**src/rtl/omr_sheet_loader_if.sv**
```systemverilog
// rtl/omr_sheet_loader_if.sv - row stream carrying one question's bubble pattern per handshake
interface omr_sheet_loader_if #(
  parameter int OPT_W = 4
);
  logic             row_valid;
  logic             row_ready;
  logic [OPT_W-1:0] row_data;
  logic             row_last;

  modport master (
    output row_valid,
    output row_data,
    output row_last,
    input  row_ready
  );

  modport slave (
    input  row_valid,
    input  row_data,
    input  row_last,
    output row_ready
  );
endinterface

```
**src/rtl/omr_sheet_loader.sv**
```systemverilog
// rtl/omr_sheet_loader.sv - assembles key and student answer sheets for the OMR grader
module omr_sheet_loader #(
  parameter int NUM_Q = 10,
  parameter int OPT_W = 4,
  parameter int CNT_W = 4
) (
  input  logic                   clk,
  input  logic                   reset_n,
  input  logic                   key_start,
  input  logic                   stu_start,
  omr_sheet_loader_if.slave      row_if,
  output logic [NUM_Q*OPT_W-1:0] correct_answers,
  output logic [NUM_Q*OPT_W-1:0] student_answers,
  output logic                   key_valid,
  output logic                   sheet_valid,
  output logic                   sheet_done,
  output logic [CNT_W-1:0]       blank_count,
  output logic [CNT_W-1:0]       multi_count,
  output logic                   frame_err,
  output logic                   key_err
);

  typedef enum logic [1:0] {
    IDLE     = 2'd0,
    LOAD_KEY = 2'd1,
    LOAD_STU = 2'd2
  } state_t;

  state_t                 state;
  logic                   ready_q;
  logic [CNT_W-1:0]       row_cnt;
  logic [NUM_Q*OPT_W-1:0] shadow;
  logic [CNT_W-1:0]       blank_sh;
  logic [CNT_W-1:0]       multi_sh;
  logic                   key_bad;

  logic                   row_xfer;
  logic                   is_final;
  logic                   row_nz;
  logic                   row_single;
  logic                   row_blank;
  logic                   row_multi;
  logic [NUM_Q*OPT_W-1:0] shadow_nxt;
  logic [CNT_W-1:0]       blank_nxt;
  logic [CNT_W-1:0]       multi_nxt;
  logic                   key_bad_nxt;

  assign row_if.row_ready = ready_q;
  assign row_xfer = row_if.row_valid && ready_q;
  assign is_final = (row_cnt == CNT_W'(NUM_Q - 1));

  // Classify the incoming row and build the shadow contents as they will be once it is taken
  always_comb begin
    row_nz      = |row_if.row_data;
    row_single  = row_nz && ((row_if.row_data & (row_if.row_data - OPT_W'(1))) == '0);
    row_blank   = !row_nz;
    row_multi   = row_nz && !row_single;
    blank_nxt   = (row_blank && (blank_sh != '1)) ? blank_sh + CNT_W'(1) : blank_sh;
    multi_nxt   = (row_multi && (multi_sh != '1)) ? multi_sh + CNT_W'(1) : multi_sh;
    key_bad_nxt = key_bad || !row_single;
    shadow_nxt  = shadow;
    for (int q = 0; q < NUM_Q; q++) begin
      if (row_cnt == CNT_W'(q)) begin
        shadow_nxt[q*OPT_W +: OPT_W] = row_if.row_data;
      end
    end
  end

  // Sheet FSM: loads rows into the shadow, commits whole sheets, aborts badly framed or invalid ones
  always_ff @(posedge clk or negedge reset_n) begin
    if (!reset_n) begin
      state           <= IDLE;
      ready_q         <= 1'b0;
      row_cnt         <= '0;
      shadow          <= '0;
      blank_sh        <= '0;
      multi_sh        <= '0;
      key_bad         <= 1'b0;
      correct_answers <= '0;
      student_answers <= '0;
      key_valid       <= 1'b0;
      sheet_valid     <= 1'b0;
      sheet_done      <= 1'b0;
      blank_count     <= '0;
      multi_count     <= '0;
      frame_err       <= 1'b0;
      key_err         <= 1'b0;
    end else begin
      sheet_done <= 1'b0;
      frame_err  <= 1'b0;
      case (state)
        IDLE: begin
          row_cnt  <= '0;
          shadow   <= '0;
          blank_sh <= '0;
          multi_sh <= '0;
          key_bad  <= 1'b0;
          if (key_start) begin
            state       <= LOAD_KEY;
            ready_q     <= 1'b1;
            sheet_valid <= 1'b0;
          end else if (stu_start && key_valid) begin
            state   <= LOAD_STU;
            ready_q <= 1'b1;
          end
        end
        LOAD_KEY, LOAD_STU: begin
          if (row_xfer) begin
            if (row_if.row_last != is_final) begin
              // Early row_last or missing row_last on the final slot: drop the sheet
              state     <= IDLE;
              ready_q   <= 1'b0;
              frame_err <= 1'b1;
              row_cnt   <= '0;
              shadow    <= '0;
            end else if (is_final) begin
              state   <= IDLE;
              ready_q <= 1'b0;
              row_cnt <= '0;
              shadow  <= '0;
              if (state == LOAD_KEY) begin
                if (key_bad_nxt) begin
                  key_valid <= 1'b0;
                  key_err   <= 1'b1;
                  frame_err <= 1'b1;
                end else begin
                  correct_answers <= shadow_nxt;
                  key_valid       <= 1'b1;
                  key_err         <= 1'b0;
                  sheet_valid     <= 1'b0;
                  sheet_done      <= 1'b1;
                end
              end else begin
                student_answers <= shadow_nxt;
                blank_count     <= blank_nxt;
                multi_count     <= multi_nxt;
                sheet_valid     <= 1'b1;
                sheet_done      <= 1'b1;
              end
            end else begin
              shadow   <= shadow_nxt;
              row_cnt  <= row_cnt + CNT_W'(1);
              blank_sh <= blank_nxt;
              multi_sh <= multi_nxt;
              key_bad  <= key_bad_nxt;
            end
          end
        end
        default: begin
          state   <= IDLE;
          ready_q <= 1'b0;
        end
      endcase
    end
  end

endmodule

```
**src/flat_wrapper.sv**
```systemverilog
// flat-port wrapper written by rule: the top's interface ports become plain ports
module omr_sheet_loader_flat 
#(
  parameter int NUM_Q = 10,
  parameter int OPT_W = 4,
  parameter int CNT_W = 4
)
  (clk, reset_n, key_start, stu_start, correct_answers, student_answers, key_valid, sheet_valid, sheet_done, blank_count, multi_count, frame_err, key_err, row_if_row_valid, row_if_row_data, row_if_row_last, row_if_row_ready);
  omr_sheet_loader_if #(.OPT_W(OPT_W)) row_if_i ();
  input  logic clk;
  input  logic reset_n;
  input  logic key_start;
  input  logic stu_start;
  output logic [NUM_Q*OPT_W-1:0] correct_answers;
  output logic [NUM_Q*OPT_W-1:0] student_answers;
  output logic key_valid;
  output logic sheet_valid;
  output logic sheet_done;
  output logic [CNT_W-1:0] blank_count;
  output logic [CNT_W-1:0] multi_count;
  output logic frame_err;
  output logic key_err;
  input wire logic [$bits(row_if_i.row_valid)-1:0] row_if_row_valid;
  input wire logic [$bits(row_if_i.row_data)-1:0] row_if_row_data;
  input wire logic [$bits(row_if_i.row_last)-1:0] row_if_row_last;
  output wire logic [$bits(row_if_i.row_ready)-1:0] row_if_row_ready;
  assign row_if_i.row_valid = row_if_row_valid;
  assign row_if_i.row_data = row_if_row_data;
  assign row_if_i.row_last = row_if_row_last;
  assign row_if_row_ready = row_if_i.row_ready;
  omr_sheet_loader #(.NUM_Q(NUM_Q), .OPT_W(OPT_W), .CNT_W(CNT_W)) u_core (.clk(clk), .reset_n(reset_n), .key_start(key_start), .stu_start(stu_start), .row_if(row_if_i), .correct_answers(correct_answers), .student_answers(student_answers), .key_valid(key_valid), .sheet_valid(sheet_valid), .sheet_done(sheet_done), .blank_count(blank_count), .multi_count(multi_count), .frame_err(frame_err), .key_err(key_err));
endmodule
```
**config.mk**
```make
export PLATFORM = sky130hd
export DESIGN_NAME = omr_sheet_loader_flat
export DESIGN_NICKNAME = d
export VERILOG_FILES = /design/src/rtl/omr_sheet_loader_if.sv /design/src/rtl/omr_sheet_loader.sv /design/src/flat_wrapper.sv
export SDC_FILE = /design/constraint.sdc
export NUM_CORES = 1
export LEC_CHECK = 0
export CAP_MARGIN = 40
export CELL_PAD_IN_SITES_DETAIL_PLACEMENT = 1
export CELL_PAD_IN_SITES_GLOBAL_PLACEMENT = 2
export CORE_MARGIN = 2
export CORE_UTILIZATION = 40
export CTS_BUF_LIST = sky130_fd_sc_hd__clkbuf_8
export CTS_CLUSTER_DIAMETER = 100
export DETAILED_ROUTE_END_ITERATION = 8
export PLACE_DENSITY = 0.9
export SETUP_SLACK_MARGIN = 0.4
export SLEW_MARGIN = 20
export SYNTH_ARGS = -nofsm -noshare
export SYNTH_HDL_FRONTEND = slang
export SYNTH_SLANG_ARGS = --single-unit
```
**constraint.sdc**
```tcl
create_clock -name clk -period 3.69 [get_ports clk]
set_input_delay 0.369 -clock clk [delete_from_list [all_inputs] [get_ports clk]]
set_output_delay 0.369 -clock clk [all_outputs]
set_load 0.02 [all_outputs]
```
==> results of run 1 <==
layer usage:
metal	up-vias	track usage	part of all wire
met4	0	0.05854	0.0095
met1	2406	0.2519	0.45
met5	-	0	0
met3	15	0.04636	0.038
li1	2167	-	-
met2	96	0.3253	0.50
cell usage in the layout, fill, tap and decap left out, types with 2 or more instances in the layout:
master | Yosys | routed
nor3_1 | 3 | 3
buf_4 | 6 | 11
a21oi_1 | 3 | 3
mux2_1 | 15 | 15
nand3_1 | 7 | 7
nor4b_1 | 2 | 2
o21ai_0 | 46 | 46
nor3_2 | 4 | 4
nor2_1 | 9 | 9
bufinv_16 | 0 | 4
nor3b_1 | 3 | 3
ha_1 | 5 | 5
nand2_1 | 48 | 48
a31oi_1 | 7 | 7
clkinv_2 | 0 | 3
nor4_4 | 2 | 2
mux2i_1 | 47 | 47
dfrtp_1 | 149 | 149
clkbuf_8 | 0 | 20
a211oi_1 | 2 | 2
and2_1 | 12 | 12
clkdlybuf4s50_1 | 0 | 102
xor2_1 | 3 | 3
nor4_2 | 1 | 2
mux2_2 | 43 | 43
nor2b_1 | 2 | 2
o211ai_1 | 3 | 3
a22o_1 | 36 | 36
o31ai_1 | 2 | 2
nor4b_2 | 2 | 2
nand4_1 | 2 | 2
inv_1 | 28 | 29
xnor2_1 | 2 | 2
a21o_1 | 2 | 2
nand2b_1 | 5 | 5
a22oi_1 | 2 | 2
a32o_1 | 4 | 4
sequential cells by signal (all words and copies together), names as in the netlist:
register,cells
u_core.multi_count,4
u_core.frame_err,1
u_core.blank_sh,4
u_core.multi_sh,4
u_core.row_cnt,4
u_core.sheet_valid,1
u_core.key_err,1
u_core.key_bad,1
u_core.row_if.row_ready,1
u_core.shadow,40
u_core.sheet_done,1
u_core.key_valid,1
u_core.student_answers,40
u_core.state,2
u_core.blank_count,4
u_core.correct_answers,40
power groups by stage:
stage	Sequential (µW)	Clock (µW)	Combinational, µW
detailed placement	1800	0	782
global placement	1790	0	739
floorplan	1770	0	536
global route	1770	1490	860
CTS	1760	1420	790
finish	1760	1380	789
final timing paths:
kind / start / to / cells past startpoint
worst max register to register: u_core.row_cnt[2]$_DFFE_PN0P_ / u_core.shadow[20]$_DFFE_PN0P_ / 4
min in group clk: u_core.multi_count[0]$_DFFE_PN0P_ / u_core.multi_count[0]$_DFFE_PN0P_ / 2
worst max-delay path: u_core.row_cnt[2]$_DFFE_PN0P_ / u_core.shadow[20]$_DFFE_PN0P_ / 4
max in group asynchronous: reset_n / u_core.student_answers[26]$_DFFE_PN0P_ / 4
worst min register to register: u_core.multi_count[0]$_DFFE_PN0P_ / u_core.multi_count[0]$_DFFE_PN0P_ / 2
worst min-delay path: reset_n / u_core.multi_count[0]$_DFFE_PN0P_ / 2
per-stage QoR:
| step | instance area, µm² | total power, µW | worst slack (ns) |
|---|---|---|---|
| after floorplan | 6646 | 2308 | 1.669 |
| after global placement | 7879 | 2527 | 0.8470 |
| after detailed placement | 7906 | 2577 | 0.7403 |
| after CTS | 8347 | 3972 | 0.8601 |
| after global routing | 8347 | 4122 | 0.6413 |
| final | 8347 | 3930 | 0.8894 |
kinds of logic after synthesis:
kind of cell / count (synthesis) / share of synthesized area
compound gates: 113 / 0.1177
xor+xnor: 5 / 0.006590
fa+ha+maj: 6 / 0.01092
buf+inv: 62 / 0.04047
flops: 149 / 0.5610
mux: 105 / 0.1691
simple gates: 110 / 0.09431
worst register-to-register path, delay by kind of cell (launching register included):
family             cells  cell delay, ns
and+or+nand+nor        3            1.82
AOI/OAI and AO/OA      1            0.25
DFF                    1            0.67
cell type report:
| type | count | area [µm²] |
|---|---|---|
| clock buffers | 20 | 275.3 |
| clock inverters | 10 | 155.1 |
| fillers | 1712 | 8060 |
| inverters | 28 | 105.1 |
| multi-input cells | 339 | 2655 |
| flip-flops and latches | 149 | 3729 |
| well taps | 220 | 275.3 |
| repair buffers | 116 | 1152 |
timing repair:
action	in CTS	in global routing
resized for setup	0	0
hold buffers	1	0
endpoints found under the hold margin	56	0
==> flow_summary.json, run 1 <==
{
  "drtIter0Drc": 216,
  "path_clk_slew_ns": 0.08,
  "via_count": 4684,
  "grt_use_total": 0.1945,
  "syn_to_final_growth_pct": 25.58,
  "drcViolationCount": 0,
  "die_h_um": 132.9,
  "slew_headroom": 0.4172,
  "globalplace.congestion": 0.8172,
  "initial_utilization": 0.4051,
  "internal_power_uw": 2737,
  "layout-drive-gt1-share": 0.1495,
  "via_per_inst": 5.311,
  "utilization": 0.5087,
  "synth-seq-area-share": 0.5610,
  "ys_types": 49,
  "stdcell_count": 882,
  "avgSynthCellArea_um2": 12.08,
  "rrSetupSlack_ns": 0.89,
  "grt_setup_unrepaired": "false",
  "crit_arrival_ns": 3.19,
  "die_w_um": 132.9,
  "nets": 666,
  "place_hpwl_um": 11460,
  "max_freq_mhz": 357.1,
  "fin_crit_sh": 0.7590,
  "dr.pass1.iters": 4,
  "clockPowerShare": 0.350,
  "grt_max_degree": 70,
  "netlist_area_um2": 6646,
  "min_period_ns": 2.801,
  "clk-insertion-delay-late_ns": 0.46,
  "peakVddDrop_mv": 0.2939,
  "synth-edff-count": 0,
  "synth-async-reset-ratio": 1.000,
  "io-pin-count": 104,
  "yosys-top-cells-area": "dfrtp_1, mux2_2, mux2i_1",
  "synth_top_flop_cell": "dfrtp_1",
  "hp-class": "in -> async",
  "grt_pass1_vias": 5096,
  "postRouteAntennaNets": 0,
  "grt_pass1_wl_um": 27110,
  "synth-seq-cells": 149,
  "clock_skew_ns": 0.01152,
  "cap_violations": 0,
  "status": "finished, final reports clean",
  "crit_chain": "nand4bb_1, nand3_1, nor3_1, a22o_1",
  "cts_buffer_depth": 2,
  "cp-start-kind": "register",
  "combPwrFrac": 0.201,
  "post_cts_buffers": 0,
  "antenna_found_initial": 0,
  "seq_power_share": 0.449,
  "setup_viol": 0,
  "hold_viol": 0,
  "drv_slew": 0,
  "core-area_um2": 16410,
  "hold_ws_ns": 0.4529,
  "syn_inst": 550,
  "cpPeakStageDelay_ns": 0.69,
  "leakagePower_uw": 0.003805,
  "yosysWarnings": 0,
  "placedCellCount": 851,
  "critical-path-top-delay-family": "simple AND/OR/NAND/NOR gates",
  "worstPathRequired_ns": 4.08,
  "syn_nets": 565,
  "swShare": 0.3035,
  "worst_pin_slew_ns": 0.8522,
  "synth_most_common_cell": "dfrtp_1",
  "slowest_stage": "nand3_1",
  "htreeDepth": 4,
  "rows": 47,
  "cts_buffers": 17,
  "synth_top_area_cell": "dfrtp_1",
  "wl_um": 16450,
  "yosysTopAreaCellShare": 0.5610,
  "wire_per_inst_um": 18.65,
  "synthTopCellsByCount": "dfrtp_1, nand2_1, mux2i_1",
  "gr-total-overflow": 0,
  "power.switching_uw": 1193,
  "crit_fanout": 20,
  "die_area_um2": 17660,
  "cp_num_buf_inv": 0,
  "fin_tns_setup_ns": 0,
  "p_per_area_nw_per_um2": 470.8,
  "cts.sinks": 149,
  "tritoncts": "done",
  "portBuffers": 103,
  "diodes": 0,
  "root_buffer": "clkbuf_8",
  "end_kind": "register",
  "path_class": "reg -> reg"
}
No activity file was read; power rests on OpenSTA's default activity.
==> run 2: changes to the inputs <==
--- a/config.mk
+++ b/config.mk
@@ -9,11 +9,11 @@
 export CELL_PAD_IN_SITES_DETAIL_PLACEMENT = 1
 export CELL_PAD_IN_SITES_GLOBAL_PLACEMENT = 2
 export CORE_MARGIN = 2
-export CORE_UTILIZATION = 40
+export CORE_UTILIZATION = 37
 export CTS_BUF_LIST = sky130_fd_sc_hd__clkbuf_8
 export CTS_CLUSTER_DIAMETER = 100
 export DETAILED_ROUTE_END_ITERATION = 8
-export PLACE_DENSITY = 0.9
+export PLACE_DENSITY = 0.85
 export SETUP_SLACK_MARGIN = 0.4
 export SLEW_MARGIN = 20
 export SYNTH_ARGS = -nofsm -noshare
==> constraint.sdc (replaced) <==
create_clock -name clk -period 2.8 [get_ports clk]
set_input_delay 0.28 -clock clk [delete_from_list [all_inputs] [get_ports clk]]
set_output_delay 0.28 -clock clk [all_outputs]
set_load 0.02 [all_outputs]
==> flow_summary.json, run 2 (synthesis results as in run 1) <==
{
  "place_hpwl_um": 11710,
  "diodes": 0,
  "rows": 49,
  "setup_viol": 0,
  "via_per_inst": 5.266,
  "path_class": "reg -> reg",
  "placedCellCount": 869,
  "stdcell_count": 902,
  "wl_um": 16450,
  "hold_viol": 0,
  "antenna_found_initial": 0,
  "io-pin-count": 104,
  "largest_registers": "u_core.correct_answers x40, u_core.shadow x40, u_core.student_answers x40",
  "r2r_cells": 6,
  "startpoint": "u_core.row_cnt[1]$_DFFE_PN0P_",
  "worst_pin_slew_ns": 0.8001,
  "cpPeakStageDelay_ns": 0.54,
  "end_kind": "register",
  "gr-total-overflow": 0,
  "die_area_um2": 19050,
  "rrSetupSlack_ns": 0.52,
  "max_freq_mhz": 438.5,
  "syn_to_final_growth_pct": 27.75,
  "htreeDepth": 4,
  "status": "finished, final reports clean",
  "grt_use_total": 0.1773,
  "r2r_end": "u_core.correct_answers[23]$_DFFE_PN0P_",
  "cap_violations": 0,
  "crit_arrival_ns": 2.62,
  "clock_skew_ns": 0.01139,
  "dr.pass1.iters": 4,
  "cts_buffer_depth": 2,
  "fillers": 1830,
  "clk-insertion-delay-late_ns": 0.45,
  "path_clk_slew_ns": 0.08,
  "grt_setup_unrepaired": "false",
  "cts_buffers": 17,
  "die_h_um": 138.0,
  "crit_chain": "nor4bb_2, buf_4, nand2_1, nor4_4, buf_12, mux2_1",
  "portBuffers": 103,
  "grt_max_degree": 63,
  "drtIter0Drc": 194,
  "grt_pass1_vias": 5148,
  "slew_headroom": 0.4652,
  "cp_num_buf_inv": 2,
  "critical-path-top-delay-family": "simple AND/OR/NAND/NOR gates",
  "grt_pass1_wl_um": 27440,
  "drv_slew": 0,
  "initial_utilization": 0.3738,
  "cts.sinks": 149,
  "wire_per_inst_um": 18.23,
  "p_per_area_nw_per_um2": 608.6,
  "root_buffer": "clkbuf_8",
  "fin_crit_sh": 0.8144,
  "regToRegStartpoint": "u_core.row_cnt[1]$_DFFE_PN0P_",
  "via_count": 4750,
  "slowest_stage": "dfrtp_1",
  "drcViolationCount": 0,
  "die_w_um": 138.0,
  "min_period_ns": 2.280,
  "crit_fanout": 21,
  "tritoncts": "done",
  "fin_tns_setup_ns": 0,
  "postRouteAntennaNets": 0,
  "hp-class": "in -> async",
  "cp-start-kind": "register",
  "peakVddDrop_mv": 0.3217,
  "core-area_um2": 17780,
  "layout_common_cells": "dfrtp_1, clkdlybuf4s50_1, nand2_1",
  "leakagePower_uw": 0.003861,
  "worstPathRequired_ns": 3.14,
  "nets": 675,
  "globalplace.congestion": 0.8423,
  "layout-drive-gt1-share": 0.1709,
  "layout_commonest_cell": "dfrtp_1"
}
## run 2: cell count changes in the layout (fill, tap and decap cells not counted), sizes merged
cell      before  now
inv           29   30
clkbuf        20   22
bufinv         4    3
buf           13   22
clkinv         4    3
clkinvlp       1    2
## run 2: routing by layer
metal	wire length [µm]	vias up	share of wire	GRT usage
li1	-	2182	-	-
met1	7577	2461	0.46	0.2300
met2	8153	92	0.50	0.2994
met3	522	15	0.032	0.03498
met4	194	0	0.012	0.05961
met5	0	-	0	0
## run 2: layout make-up
cell class	count	area, µm²	share of cell area
Timing Repair Buffer	125	1254	0.1477
Tap cell	229	286.5	0.03375
Clock buffer	22	302.8	0.03566
Multi-Input combinational cell	339	2684	0.3161
Sequential cell	149	3731	0.4394
Clock inverter	10	127.6	0.01503
Inverter	28	105.1	0.01238
## run 2: how the worst max path moves through the flow
stage	end	slack (ns)	cells past startpoint
after detailed placement	u_core.correct_answers[4]$_DFFE_PN0P_	0.27	6
after global placement	u_core.correct_answers[24]$_DFFE_PN0P_	0.33	7
final	u_core.correct_answers[23]$_DFFE_PN0P_	0.52	6
after CTS	u_core.student_answers[27]$_DFFE_PN0P_	0.34	4
after floorplan	u_core.correct_answers[25]$_DFFE_PN0P_	0.78	5
after global routing	u_core.shadow[25]$_DFFE_PN0P_	0.40	7
## run 2: what timing repair did
item	4_1_cts	5_1_grt
endpoints found under the hold margin	60	0
buffers inserted	0	0
gates resized for setup	4	9
pin swaps	0	0
endpoints found under the setup margin	33	72
hold buffers	1	0
## run 2: per-stage QoR
| step | setup WS [ns] | total power (µW) | hold slack, ns | util | area [µm²] |
|---|---|---|---|---|---|
| 3_5_place_dp | 0.2679 | 3416 | 0.3035 | 0.4508 | 8015 |
| 4_1_cts | 0.3393 | 5209 | 0.3897 | 0.4759 | 8462 |
| 3_3_place_gp | 0.3339 | 3360 | 0.2902 | 0.4508 | 8015 |
| 6_report | 0.5196 | 5168 | 0.3829 | 0.4776 | 8491 |
| 2_1_floorplan | 0.7792 | 3041 | -0.01559 | - | 6646 |
| 5_1_grt | 0.3992 | 5441 | 0.4099 | 0.4776 | 8491 |
## run 2: where the power goes
part           total [µW]  internal [µW]  switching (µW)
clock network        1770            990             782
registers            2300           2230            71.1
logic                1100            389             710
## run 2: worst reg2reg max path, cell delays in order (launching register included)
cell      delay (ns)
dfrtp_1         0.54
nor4bb_2        0.33
buf_4           0.23
nand2_1         0.13
nor4_4          0.34
buf_12          0.23
mux2_1          0.36
==> run 3: changes to the inputs <==
==> constraint.sdc (replaced) <==
create_clock -name clk -period 2.2 [get_ports clk]
set_input_delay 0.22 -clock clk [delete_from_list [all_inputs] [get_ports clk]]
set_output_delay 0.22 -clock clk [all_outputs]
set_load 0.02 [all_outputs]
==> flow_summary.json, run 3 (synthesis results as in run 1) <==
{
  "status": "finished, final reports clean",
  "grt_pass1_wl_um": 32410,
  "path_clk_slew_ns": 0.08,
  "drv_slew": 0,
  "r2r_end": "u_core.student_answers[1]$_DFFE_PN0P_",
  "power.switching_uw": 2508,
  "slew_headroom": 0.6533,
  "nets": 755,
  "die_w_um": 138.0,
  "combPwrFrac": 0.309,
  "initial_utilization": 0.3738,
  "drtIter0Drc": 327,
  "endpoint": "u_core.student_answers[1]$_DFFE_PN0P_",
  "cp-start-kind": "register",
  "startpoint": "u_core.row_cnt[1]$_DFFE_PN0P_",
  "die_h_um": 138.0,
  "fin_ws_ns": 0.1779,
  "cts_buffers": 17,
  "peakVddDrop_mv": 0.4806,
  "core-area_um2": 17780,
  "leakagePower_uw": 0.004541,
  "place_ws_ns": -0.2900,
  "internal_power_uw": 4943,
  "worst_pin_slew_ns": 0.5056,
  "grt_pass1_vias": 5700,
  "grt_setup_unrepaired": "true",
  "max_freq_mhz": 494.5,
  "diodes": 0,
  "place_hpwl_um": 12060,
  "cts_buffer_depth": 2,
  "clk-insertion-delay-late_ns": 0.46,
  "crit_fanout": 3,
  "setup_viol": 0,
  "htreeDepth": 4,
  "io-pin-count": 104,
  "layout_common_cells": "dfrtp_1, clkdlybuf4s50_1, buf_4",
  "clockPowerShare": 0.297,
  "globalplace.congestion": 0.8392,
  "cap_violations": 0,
  "tritoncts": "done",
  "seq_power_share": 0.394,
  "worstPathRequired_ns": 2.52,
  "hold_viol": 0,
  "swShare": 0.3366,
  "gr-total-overflow": 0,
  "largest_registers": "u_core.correct_answers x40, u_core.shadow x40, u_core.student_answers x40",
  "min_period_ns": 2.022,
  "wire_per_inst_um": 23.69,
  "dr.pass1.iters": 4,
  "r2r_cells": 6,
  "antenna_found_initial": 0,
  "die_area_um2": 19050,
  "rrSetupSlack_ns": 0.18,
  "wl_um": 23240,
  "utilization": 0.5654,
  "final_cell_area_um2": 10050,
  "root_buffer": "clkbuf_8",
  "hold_ws_ns": 0.2520,
  "syn_to_final_growth_pct": 51.26,
  "drcViolationCount": 0,
  "placed_area_um2": 8210,
  "grt_use_total": 0.2147,
  "crit_arrival_ns": 2.34,
  "fin_crit_sh": 0.9192,
  "path_class": "reg -> reg",
  "fin_tns_setup_ns": 0,
  "grt_max_degree": 68,
  "cts.sinks": 149,
  "postRouteAntennaNets": 0,
  "p_per_area_nw_per_um2": 741.2,
  "end_kind": "register",
  "via_per_inst": 5.476,
  "layout_commonest_cell": "dfrtp_1",
  "rows": 49,
  "clock_skew_ns": 0.01137,
  "portBuffers": 103,
  "regToRegStartpoint": "u_core.row_cnt[1]$_DFFE_PN0P_",
  "via_count": 5372,
  "hp-class": "in -> async",
  "layout-drive-gt1-share": 0.3803
}
-- run 3: power by group through the flow --
stage / registers [µW] / clock network [µW] / logic [µW]
3_5_place_dp: 2970 / 0 / 1490
3_3_place_gp: 2970 / 0 / 1410
2_1_floorplan: 2970 / 0 / 962
5_1_grt: 2940 / 2370 / 2430
6_report: 2930 / 2210 / 2300
4_1_cts: 2920 / 2240 / 1980
-- run 3: what timing repair did --
item                                   CTS  global route
cloned                                   8             9
pin swaps                               19            58
resized for setup                       91           139
setup endpoints to repair              145           147
hold buffers                             1             0
buffers inserted                        33            14
endpoints found under the hold margin   38             0
-- run 3: worst min path at each step --
stage	from	to	slack, ns	depth (start not counted)
global route	reset_n	u_core.student_answers[19]$_DFFE_PN0P_	0.28	2
global placement	reset_n	u_core.student_answers[37]$_DFFE_PN0P_	0.16	1
detailed placement	reset_n	u_core.row_if.row_ready$_DFFE_PN0P_	0.17	1
floorplan	reset_n	u_core.blank_count[0]$_DFFE_PN0P_	-0.08	0
finish	reset_n	u_core.state[1]$_DFFE_PN0P_	0.25	2
CTS	reset_n	u_core.key_bad$_DFFE_PN0P_	0.24	2
-- run 3: through the flow --
stage | cells | power, µW
4_1_cts | 958 | 7141
6_report | 981 | 7451
5_1_grt | 981 | 7744
3_5_place_dp | 885 | 4468
2_1_floorplan | 550 | 3936
3_3_place_gp | 885 | 4379
-- run 3: area by class of cell --
type / count / area, µm²
Clock buffer: 19 / 261.5
Clock inverter: 12 / 137.6
Fill cell: 1771 / 7726
Inverter: 28 / 105.1
Multi-Input combinational cell: 340 / 3282
Sequential cell: 149 / 3731
Tap cell: 229 / 286.5
Timing Repair Buffer: 204 / 2250
-- run 3: routing by layer --
metal / track usage / vias up / wire (µm)
met3: 0.03637 / 51 / 868
met1: 0.2649 / 2816 / 9218
met2: 0.3788 / 152 / 12260
li1: - / 2353 / -
met4: 0.07948 / 0 / 892
met5: 0 / - / 0
-- run 3: critical path, stage by stage, from the launching register on --
cell     delay (ns)
dfrtp_2        0.45
buf_4          0.15
buf_4          0.14
nor4_4         0.34
buf_4          0.21
mux2i_1        0.47
o21ai_2        0.13
